[config.mk]
export PLATFORM = sky130hd
export DESIGN_NAME = fp16_rnorm_round_flat
export DESIGN_NICKNAME = d
export VERILOG_FILES = /design/src/rtl/fp16_rnorm_round_if.sv /design/src/rtl/fp16_rnorm_round.sv /design/src/flat_wrapper.sv
export SDC_FILE = /design/constraint.sdc
export NUM_CORES = 1
export LEC_CHECK = 0
export ABC_AREA = 1
export CORE_MARGIN = 4
export CORE_UTILIZATION = 50
export CTS_CLUSTER_DIAMETER = 30
export DETAILED_ROUTE_END_ITERATION = 10
export PLACE_DENSITY = 0.8
export SETUP_SLACK_MARGIN = 0.05
export SYNTH_ARGS = -nofsm -noshare
export SYNTH_HDL_FRONTEND = slang
export SYNTH_SLANG_ARGS = --single-unit
[constraint.sdc]
create_clock -name clk -period 3.6 [get_ports clk]
set_input_delay 1.08 -clock clk [delete_from_list [all_inputs] [get_ports clk]]
set_output_delay 1.08 -clock clk [all_outputs]
set_load 0.1 [all_outputs]
[src/rtl/fp16_rnorm_round_if.sv]
// Handshake and data bundle between the FP16 add/sub front end and the
// normalize/round back end.
interface fp16_rnorm_round_if;
   logic        in_valid;
   logic        in_ready;
   logic        in_sign;
   logic [4:0]  in_exp;
   logic [20:0] in_mant;
   logic        out_valid;
   logic        out_ready;
   logic [15:0] out_data;

   modport master (
      output in_valid, in_sign, in_exp, in_mant, out_ready,
      input  in_ready, out_valid, out_data
   );

   modport slave (
      input  in_valid, in_sign, in_exp, in_mant, out_ready,
      output in_ready, out_valid, out_data
   );
endinterface

[src/rtl/fp16_rnorm_round.sv]
// Multi-cycle normalize and round-to-nearest-even back end for the FP16
// add/sub pipeline; one operation in flight, valid/ready on both sides.
module fp16_rnorm_round #(
   parameter int unsigned SHIFT_PER_CYCLE = 1
) (
   input  logic               clk,
   input  logic               rst,
   fp16_rnorm_round_if.slave  bus
);

   typedef enum logic [1:0] {IDLE, SHIFT, ROUND, DONE} state_t;

   state_t      state, state_nxt;
   logic        s, s_nxt;
   logic [5:0]  e, e_nxt;
   logic [20:0] m, m_nxt;
   logic [15:0] data, data_nxt;
   logic        valid, valid_nxt;

   logic [20:0] sh_m;
   logic [5:0]  sh_e;
   logic [11:0] rnd;
   logic [5:0]  ef;
   logic [9:0]  frac;
   logic        up;

   assign bus.in_ready  = (state == IDLE);
   assign bus.out_valid = valid;
   assign bus.out_data  = data;

   always_comb begin
      state_nxt = state;
      s_nxt     = s;
      e_nxt     = e;
      m_nxt     = m;
      data_nxt  = data;
      valid_nxt = 1'b0;
      sh_m      = m;
      sh_e      = e;
      rnd       = '0;
      ef        = '0;
      frac      = '0;
      up        = 1'b0;
      unique case (state)
         IDLE: begin
            if (bus.in_valid) begin
               s_nxt = bus.in_sign;
               m_nxt = bus.in_mant;
               e_nxt = (bus.in_exp == 5'd0) ? 6'd1 : {1'b0, bus.in_exp};
               if (bus.in_exp == 5'h1F) begin
                  // A NaN whose payload sits only in the round bits must stay a NaN
                  frac = bus.in_mant[19:10];
                  if (frac == '0 && |bus.in_mant[9:0])
                     frac = 10'h200;
                  data_nxt  = {bus.in_sign, 5'h1F, frac};
                  state_nxt = DONE;
               end else if (bus.in_mant == '0) begin
                  data_nxt  = {bus.in_sign, 15'h0000};
                  state_nxt = DONE;
               end else begin
                  state_nxt = SHIFT;
               end
            end
         end
         SHIFT: begin
            for (int unsigned i = 0; i < SHIFT_PER_CYCLE; i++) begin
               if (!sh_m[20] && sh_e > 6'd1) begin
                  sh_m = {sh_m[19:0], 1'b0};
                  sh_e = sh_e - 6'd1;
               end
            end
            m_nxt = sh_m;
            e_nxt = sh_e;
            if (sh_m[20] || sh_e == 6'd1)
               state_nxt = ROUND;
         end
         ROUND: begin
            up  = m[9] & ((|m[8:0]) | m[10]);
            rnd = {1'b0, m[20:10]} + {11'b0, up};
            if (rnd[11]) begin
               frac = '0;
               ef   = e + 6'd1;
            end else if (rnd[10]) begin
               frac = rnd[9:0];
               ef   = e;
            end else begin
               frac = rnd[9:0];
               ef   = '0;
            end
            data_nxt  = (ef >= 6'd31) ? {s, 5'h1F, 10'h000} : {s, ef[4:0], frac};
            state_nxt = DONE;
         end
         DONE: begin
            // out_valid is registered, so it rises one edge after DONE is entered
            valid_nxt = ~(valid & bus.out_ready);
            if (valid & bus.out_ready)
               state_nxt = IDLE;
         end
         default: state_nxt = IDLE;
      endcase
   end

   always_ff @(posedge clk or negedge rst) begin
      if (!rst) begin
         state <= IDLE;
         s     <= 1'b0;
         e     <= '0;
         m     <= '0;
         data  <= '0;
         valid <= 1'b0;
      end else begin
         state <= state_nxt;
         s     <= s_nxt;
         e     <= e_nxt;
         m     <= m_nxt;
         data  <= data_nxt;
         valid <= valid_nxt;
      end
   end

endmodule
[src/flat_wrapper.sv]
// flat-port wrapper written by rule: the top's interface ports become plain ports
module fp16_rnorm_round_flat 
#(
   parameter int unsigned SHIFT_PER_CYCLE = 1
)
  (clk, rst, bus_in_valid, bus_in_sign, bus_in_exp, bus_in_mant, bus_out_ready, bus_in_ready, bus_out_valid, bus_out_data);
  fp16_rnorm_round_if bus_i ();
  input  logic clk;
  input  logic rst;
  input wire logic [$bits(bus_i.in_valid)-1:0] bus_in_valid;
  input wire logic [$bits(bus_i.in_sign)-1:0] bus_in_sign;
  input wire logic [$bits(bus_i.in_exp)-1:0] bus_in_exp;
  input wire logic [$bits(bus_i.in_mant)-1:0] bus_in_mant;
  input wire logic [$bits(bus_i.out_ready)-1:0] bus_out_ready;
  output wire logic [$bits(bus_i.in_ready)-1:0] bus_in_ready;
  output wire logic [$bits(bus_i.out_valid)-1:0] bus_out_valid;
  output wire logic [$bits(bus_i.out_data)-1:0] bus_out_data;
  assign bus_i.in_valid = bus_in_valid;
  assign bus_i.in_sign = bus_in_sign;
  assign bus_i.in_exp = bus_in_exp;
  assign bus_i.in_mant = bus_in_mant;
  assign bus_i.out_ready = bus_out_ready;
  assign bus_in_ready = bus_i.in_ready;
  assign bus_out_valid = bus_i.out_valid;
  assign bus_out_data = bus_i.out_data;
  fp16_rnorm_round #(.SHIFT_PER_CYCLE(SHIFT_PER_CYCLE)) u_core (.clk(clk), .rst(rst), .bus(bus_i));
endmodule
* Yosys cells after proc, flatten, opt, wreduce, memory -nomap -nowiden
Index checks and enable logic that the tools add are counted.
Word-level totals: register bits 47, bits of input ports 31, output and inout bits 18, word-level logic and storage cells 69
Operators by class: reductions and logical operators 17, equality and inequality tests 10, bitwise operators 4, mux-type cells 26, $lt $le $gt $ge 2, add/subtract/negate cells 3
Operator list (number):
- two-way mux 21 bit | 3
- two-way mux 16 bit | 3
- one-hot mux 21 bit (2 select lines) | 1
- two-way mux 6 bit | 6
- one-hot mux 16 bit (2 select lines) | 1
- zero test 21 bit | 1
- two-way mux 10 bit | 2
- two-way mux 15 bit | 1
- adder 11 x 1 -> 12 bit | 1
- one-hot mux 6 bit (2 select lines) | 1
- zero test 10 bit | 1
- two-way mux 2 bit | 5
- OR reduction 10 bit | 1
- AND reduction 3 bit | 3
- OR reduction 9 bit | 1
- one-hot mux 2 bit (4 select lines) | 1
- adder 6 x 1 -> 6 bit, second input constant | 1
- == test 6 x 1 -> 1 bit, second input constant | 1
- >= comparator 6 x 5 -> 1 bit, second input constant | 1
- greater-than comparator 6 x 1 -> 1 bit, second input constant | 1
- inequality test 2 x 1 -> 1 bit, second input constant | 3
- subtractor 6 x 1 -> 6 bit, second input constant | 1
- == test 5 bit, second input constant | 1
- zero test 5 bit | 1
- other kinds (15) | 20

* Logic depth before layout (Yosys ltp)
Gate-level depths: netlist of the first run.
word-level depth 10, mapped depth 15, mapped depth without buffers 14

* Worst setup path after synthesis of the first run
Ideal clock, no wire load.
kind register to register, from register u_core.state[0], to register u_core.m[18], path buffers 2, path slack 1151 ps, stages on the path, launching flop included 10, arrival 2326 ps, setup time 122 ps, clock period less this slack 2449 ps, data required time 3478 ps, cells stage by stage dfrtp_1 -> inv_1 -> ha_1 -> inv_1 -> a21oi_1 -> a21oi_2 -> buf_4 -> buf_6 -> nand2_1 -> o21ai_1
On the way: longest elaborated chain between the ends 3, elaborated cells between the ends (all ways) 7, those cells by class eq/ne: 3; mux: 1; reduce/logical: 3
Ends and longest elaborated chain:
- start: declaration | RTL line fp16_rnorm_round.sv:13 | state_t state, state_nxt;
- start signal: assignment | RTL line fp16_rnorm_round.sv:112 | state <= state_nxt;
- zero test 2 bit (*)
- via bus_in_ready | RTL line flat_wrapper.sv:15 | output wire logic [$bits(bus_i.in_ready)-1:0] bus_in_ready;
- inequality test 2 bit (no line) or nonzero test 2 bit (tied branches)
- AND reduction 3 bit (no line)
- end signal: assignment | RTL line fp16_rnorm_round.sv:115 | m <= m_nxt;
- end: declaration | RTL line fp16_rnorm_round.sv:16 | logic [20:0] m, m_nxt;
Mark *: on every way through the listed nets, which the timed path passes. The rest lies on a longest branch. A chain may end at the register's enable or synchronous reset.

* Worst setup path in the final report of the first run
from input bus_in_mant[3], to register u_core.data[9], in the netlist u_core.bus.out_data[9]
On the way: longest elaborated chain between the ends 6, elaborated cells between the ends (all ways) 9, those cells by class eq/ne: 1; mux: 4; reduce/logical: 4
Ends and longest elaborated chain:
- start: declaration | RTL line flat_wrapper.sv:13 | input wire logic [$bits(bus_i.in_mant)-1:0] bus_in_mant;
- OR reduction 10 bit | RTL line fp16_rnorm_round.sv:53 | if (frac == '0 && |bus.in_mant[9:0])
- logical AND 1 bit | RTL line fp16_rnorm_round.sv:53
- two-way mux 10 bit | RTL line fp16_rnorm_round.sv:53
- two-way mux 16 bit | RTL line fp16_rnorm_round.sv:50 | if (bus.in_exp == 5'h1F) begin
- two-way mux 16 bit | RTL line fp16_rnorm_round.sv:46 | if (bus.in_valid) begin
- one-hot mux 16 bit (2 select lines) | RTL line fp16_rnorm_round.sv:44 | unique case (state)
- end signal: assignment | RTL line fp16_rnorm_round.sv:116 | data <= data_nxt;
- end: declaration | RTL line fp16_rnorm_round.sv:17 | logic [15:0] data, data_nxt;
Several ways; a longest one is shown, not always the timed one. The select of a mux whose other input is x is not followed.

==> results.yml, run 1 <==
pwr:
  p_int_w: 0.00179
  p_sw_w: 0.00237
  p_comb_frac: 0.655
  leakage_nw: 1.92
  seq_power_share: 0.243
  power.density_mw_per_mm2: 1060
  sw_frac_of_total: 0.569
  p_clk_frac: 0.101
  power_w: 0.00416
  peakVddDrop_v: 0.000610
place:
  hpwl_mm: 5.95
  port_buffers: 48
  post-place-ws_ps: 677
  gp_congestion: 0.880
drt:
  drt_iter0_drc: 175
  wirelength_mm: 8.12
  viasPerCell: 5.29
  drt_first_pass_iters: 5
  ant_nets: 0
  vias: 3129
  drcViolationCount: 0
  wl_per_cell_um: 13.7
synth:
  synthFlopType: "dfrtp_1"
  synth.area.mux_share: 0
  yosysTopAreaCellShare: 0.352
  yosysMostFrequentCell: "nand2_1"
  synth-compound-area-share: 0.158
  ys_types: 38
  synthSimpleGateAreaFrac: 0.311
  synth_seq_cells: 47
  async_flop_share: 1.00
  syn_inst: 470
  yosys_warnings: 0
  synthesis.area_mm2: 0.00334
  synth_fa_ha_area_frac: 0.0300
  synth_top_area_cell: "dfrtp_1"
  netlist_top_cells_area: "dfrtp_1 (35%), nand2_1 (12%), inv_1 (8.0%)"
  synth_nets: 509
  yosysSeqAreaShare: 0.352
  synth_edf_count: 0
  synth_top_family_by_area: "simple AND/OR/NAND/NOR gates"
  synth_common_cells: "nand2_1 (104), inv_1 (71), nor2_1 (54)"
  synth-xor-area-share: 0.0341
  synth.avg_cell_area_um2: 7.11
critical_path:
  worst-endpoint-arrival_ps: 2800
  crit_fanout: 32
  rrSetupSlack_ps: 1350
  end_kind: "register"
  crit_start: "bus_in_mant[3]"
  r2r_cells: 12
  required_ps: 3800
  worstSetupStartpointType: "input pin"
  r2r_start: "u_core.e[0]"
  r2r_end: "u_core.state[1]"
  worst-setup-path-type: "input pin to register"
sta:
  tns_ps: 0
  fmax_mhz: 385
  hold_slack_ps: 501
  finClkSkew_ps: 5.65
  rsz0062_at_grt: "false"
  worstMarginPinSlew_ps: 1070
  fin_crit_ps: 2600
  setup_ws_ps: 1000
  slew_violations: 0
  setup_viol: 0
  slew_headroom: 0.287
  hold_violations: 0
  fin_crit_sh: 0.721
clock_network:
  clk_transition_reported_paths_ps: 90
  clkSinkCount: 47
  cts_tree: "done"
  htreeDepth: 2
  cts-root-buf: "clkbuf_8"
  clock_latency_ps: 300
  hold_buffers: 0
  cts-buffers-inserted: 5
  post_cts_buffers: 0
  cts_resized: 0
  cts_buffer_depth: 2
final_layout:
  nNetsFinal: 552
  area_growth_syn_to_layout_pct: 17.4
  n_fill_cell: 602
  antenna_cells: 0
  drive_above_1_share: 0.144
global_route:
  grt_pass1_vias: 3023
  grt_max_degree: 48
  grt_pass1_wl_mm: 14.0
  grt_overflow: 0
  grtUsageTotal: 0.207
  antenna_found_initial: 0
min_path:
  min_to: "u_core.bus.out_data[11]"
  hold_start: "u_core.bus.out_data[11]"
  hold_path_class: "register to register"
  min_path_cells: 2
die:
  core-area_mm2: 0.00642
  die_area_mm2: 0.00805
  pin_count: 49
  row_count: 29
  dieHeight_um: 89.7
  initial_core_util: 0.520
  die_width_um: 89.7
run:
  drv_cap: 0
outcome:
  status: "completed"
-- layout by cell type (no fill, tap or decap), types with 11 or more instances in the layout --
cell,count
xor2_1,11
a21oi_2,12
buf_4,21
o21ai_1,28
dfrtp_1,47
nor2_1,54
nand3_2,13
inv_1,71
clkdlybuf4s50_1,29
nand2_1,104
o21ai_0,16
nand3_1,28
a21oi_1,14
-- sequential cells by signal, summed over array words and instances, names as in the netlist --
register              cells
u_core.state              2
u_core.e                  6
u_core.s                  1
u_core.m                 21
u_core.bus.out_valid      1
u_core.bus.out_data      16
-- cells by family after synthesis --
group | Yosys count
flip-flops | 47
adder cells (fa/ha/maj) | 8
XOR/XNOR | 13
AND/OR/NAND/NOR | 221
buffers and inverters | 93
AO/OA/AOI/OAI | 88
-- routing by layer --
layer  vias to the layer above  GRT usage  wire (µm)
met2                       109      0.331       3750
met1                      1418      0.285       3720
met4                         0     0.0639        130
met3                        15     0.0384        520
li1                       1587          -          -
met5                         -          0          0
-- layout make-up --
class,count,area [µm²],area share
sequential,47,1180,0.300
multi-input combinational,330,1780,0.454
tap,77,96.3,0.0246
clock inverter,2,38.8,0.00989
timing repair buffer,51,453,0.116
inverter,78,294,0.0750
clock buffer,6,82.6,0.0211
-- power by group through the flow --
stage,Clock [W],Sequential (W),Combinational (W)
2_1_floorplan,0,0.00164,0.00156
3_3_place_gp,0,0.00101,0.00264
3_5_place_dp,0,0.00102,0.00270
4_1_cts,0.000434,0.00101,0.00272
5_1_grt,0.000450,0.00105,0.00299
6_report,0.000422,0.00101,0.00272
-- worst max-delay path, cell delays in order --
cell	delay (ps)
clkdlybuf4s50_1	420
or2_0	240
nor4_2	280
nand3_1	140
nand2_1	100
nand3_2	60
buf_4	230
nor2_1	180
a21oi_2	70
-- how the worst max path moves through the flow --
stage          slack [ps]  cells past startpoint                     end
2_1_floorplan        1150                      9            u_core.m[18]
3_3_place_gp          750                      9  u_core.bus.out_data[9]
3_5_place_dp          680                      9  u_core.bus.out_data[9]
4_1_cts              1010                      9  u_core.bus.out_data[9]
5_1_grt               890                      9  u_core.bus.out_data[2]
6_report             1000                      9  u_core.bus.out_data[9]
-- metrics by stage --
step | area, µm² | utilization | std cells
floorplan | 3340 | - | 470
global placement | 3800 | 0.591 | 583
detailed placement | 3800 | 0.591 | 583
CTS | 3920 | 0.610 | 591
global route | 3920 | 0.610 | 591
finish | 3920 | 0.610 | 591
(Power assumes the default switching activity.)
==> run 2: changes to the inputs <==
PLACE_DENSITY = 0.83   (was 0.8)
clock period = 2.2 ns   (was 3.6 ns; I/O delays follow)
==> run 2 against run 1 <==
Sequential cell count unchanged. Combinational power increased by 73%. Clock skew decreased by 0.71 ps. Wire length increased by 2.4%. Design area increased by 6.9%. Worst setup slack got worse by 870 ps. Global-route usage increased by 0.58 points. Die area unchanged. Critical path type unchanged. Largest cell class unchanged. Largest power group unchanged.
==> results.yml, run 2 (synthesized netlist as in run 1, its figures left out) <==
outcome:
  status: "completed"
sta:
  slew_violations: 0
  fmax_mhz: 485
  hold_violations: 0
  fin_crit_ps: 2060
  slew_headroom: 0.595
  fin_crit_sh: 0.938
  setup_viol: 0
  worstMarginPinSlew_ps: 608
  rsz0062_at_grt: "true"
  hold_slack_ps: 447
  finClkSkew_ps: 4.94
  tns_ps: 0
pwr:
  p_comb_frac: 0.677
  sw_frac_of_total: 0.562
  p_int_w: 0.00304
  peakVddDrop_v: 0.00131
  leakage_nw: 2.07
  seq_power_share: 0.239
  p_clk_frac: 0.084
  power.density_mw_per_mm2: 1660
  p_sw_w: 0.00391
final_layout:
  area_growth_syn_to_layout_pct: 25.4
  final_common_cell: "nand2_1"
  largest_reg_flops: 21
  antenna_cells: 0
  drive_above_1_share: 0.197
  top_register: "u_core.m"
  final_cell_mix: "nand2_1 (103), inv_1 (71), nor2_1 (53), buf_4 (46), dfrtp_1 (46)"
  nNetsFinal: 581
  finalNonFillerCells: 620
critical_path:
  worst-setup-path-type: "input pin to register"
  critPathCapture: "u_core.bus.out_data[9]"
  crit_start: "bus_in_mant[7]"
  required_ps: 2390
  r2r_start: "u_core.m[9]"
  worst-endpoint-arrival_ps: 2260
  rrSetupSlack_ps: 250
  crit_fanout: 32
  worstSetupStartpointType: "input pin"
  crit_chain: "clkdlybuf4s50_1 > nor2_1 > nand3_2 > nor4_4 > nand3_1 > nand2_1 > nand3_2 > buf_12 > nor2_1 > a21oi_2"
  crit_slowest_cell: "clkdlybuf4s50_1"
  end_kind: "register"
  r2r_end: "u_core.bus.out_data[3]"
  r2r_cells: 10
  cp_slowest_stage_delay_ps: 420
global_route:
  antenna_found_initial: 0
  grt_overflow: 0
  grt_pass1_vias: 3236
  grt_max_degree: 48
  grtUsageTotal: 0.212
  grt_pass1_wl_mm: 14.5
place:
  hpwl_mm: 6.29
  gp_congestion: 0.886
  dp.cells: 611
  port_buffers: 48
clock_network:
  clock_latency_ps: 300
  hold_buffers: 0
  cts_tree: "done"
  cts_buffer_depth: 2
  cts-buffers-inserted: 5
  clkSinkCount: 47
  htreeDepth: 2
  cts-root-buf: "clkbuf_8"
  clk_transition_reported_paths_ps: 90
drt:
  drcViolationCount: 0
  wirelength_mm: 8.31
  drt_iter0_drc: 203
  ant_nets: 0
  wl_per_cell_um: 13.4
  viasPerCell: 5.23
  drt_first_pass_iters: 4
  vias: 3245
die:
  die_area_mm2: 0.00805
  pin_count: 49
  row_count: 29
  die_width_um: 89.7
  dieHeight_um: 89.7
  initial_core_util: 0.520
  core-area_mm2: 0.00642
min_path:
  hold_path_class: "input pin to async pin"
run:
  drv_cap: 0
run 2: critical path, delay by kind of cell:
kind,cells,cell delay [ps]
AND/OR/NAND/NOR,7,920
AO/OA/AOI/OAI,1,60
buffers and inverters,2,590
run 2: area by class of cell:
type | instances | area (µm²)
Tap cell | 77 | 96.3
Timing Repair Buffer | 80 | 721
Sequential cell | 47 | 1180
Multi-Input combinational cell | 330 | 1800
Clock buffer | 8 | 100
Inverter | 78 | 294
Fill cell | 569 | 2230
run 2: worst min path at each step:
stage	start	to	slack, ps	depth (start not counted)
final	rst	u_core.e[1]	450	2
after global routing	rst	u_core.m[2]	510	2
after global placement	u_core.s	u_core.s	470	2
after floorplan	rst	u_core.bus.out_data[0]	360	0
after detailed placement	u_core.s	u_core.s	480	2
after CTS	rst	u_core.bus.out_valid	470	2
run 2: per-stage QoR:
| stage | utilization | area, µm² | total power (W) | setup slack [ps] |
|---|---|---|---|---|
| global placement | 0.632 | 4060 | 0.00618 | -151 |
| detailed placement | 0.632 | 4060 | 0.00634 | -245 |
| global route | 0.652 | 4190 | 0.00750 | 30.9 |
| finish | 0.652 | 4190 | 0.00695 | 137 |
| CTS | 0.648 | 4160 | 0.00694 | 83.9 |
| floorplan | - | 3340 | 0.00524 | 95.7 |
run 2: power groups by stage:
stage	Combinational [W]	Sequential [W]	Clock [W]
floorplan	0.00256	0.00268	0
global placement	0.00454	0.00164	0
detailed placement	0.00467	0.00167	0
CTS	0.00469	0.00165	0.000590
global route	0.00516	0.00172	0.000626
finish	0.00471	0.00166	0.000582
run 2: routing by layer:
layer | part of all wire | up-vias | routed length, µm | global-route usage
li1 | - | 1644 | - | -
met1 | 0.46 | 1492 | 3850 | 0.289
met2 | 0.47 | 98 | 3890 | 0.348
met3 | 0.060 | 11 | 495 | 0.0401
met4 | 0.0099 | 0 | 82 | 0.0575
met5 | 0 | - | 0 | 0
run 2: timing repair:
| item | CTS | global route |
|---|---|---|
| gates resized for setup | 0 | 5 |
| endpoints found under the setup margin | 0 | 24 |
| setup buffers | 0 | 1 |
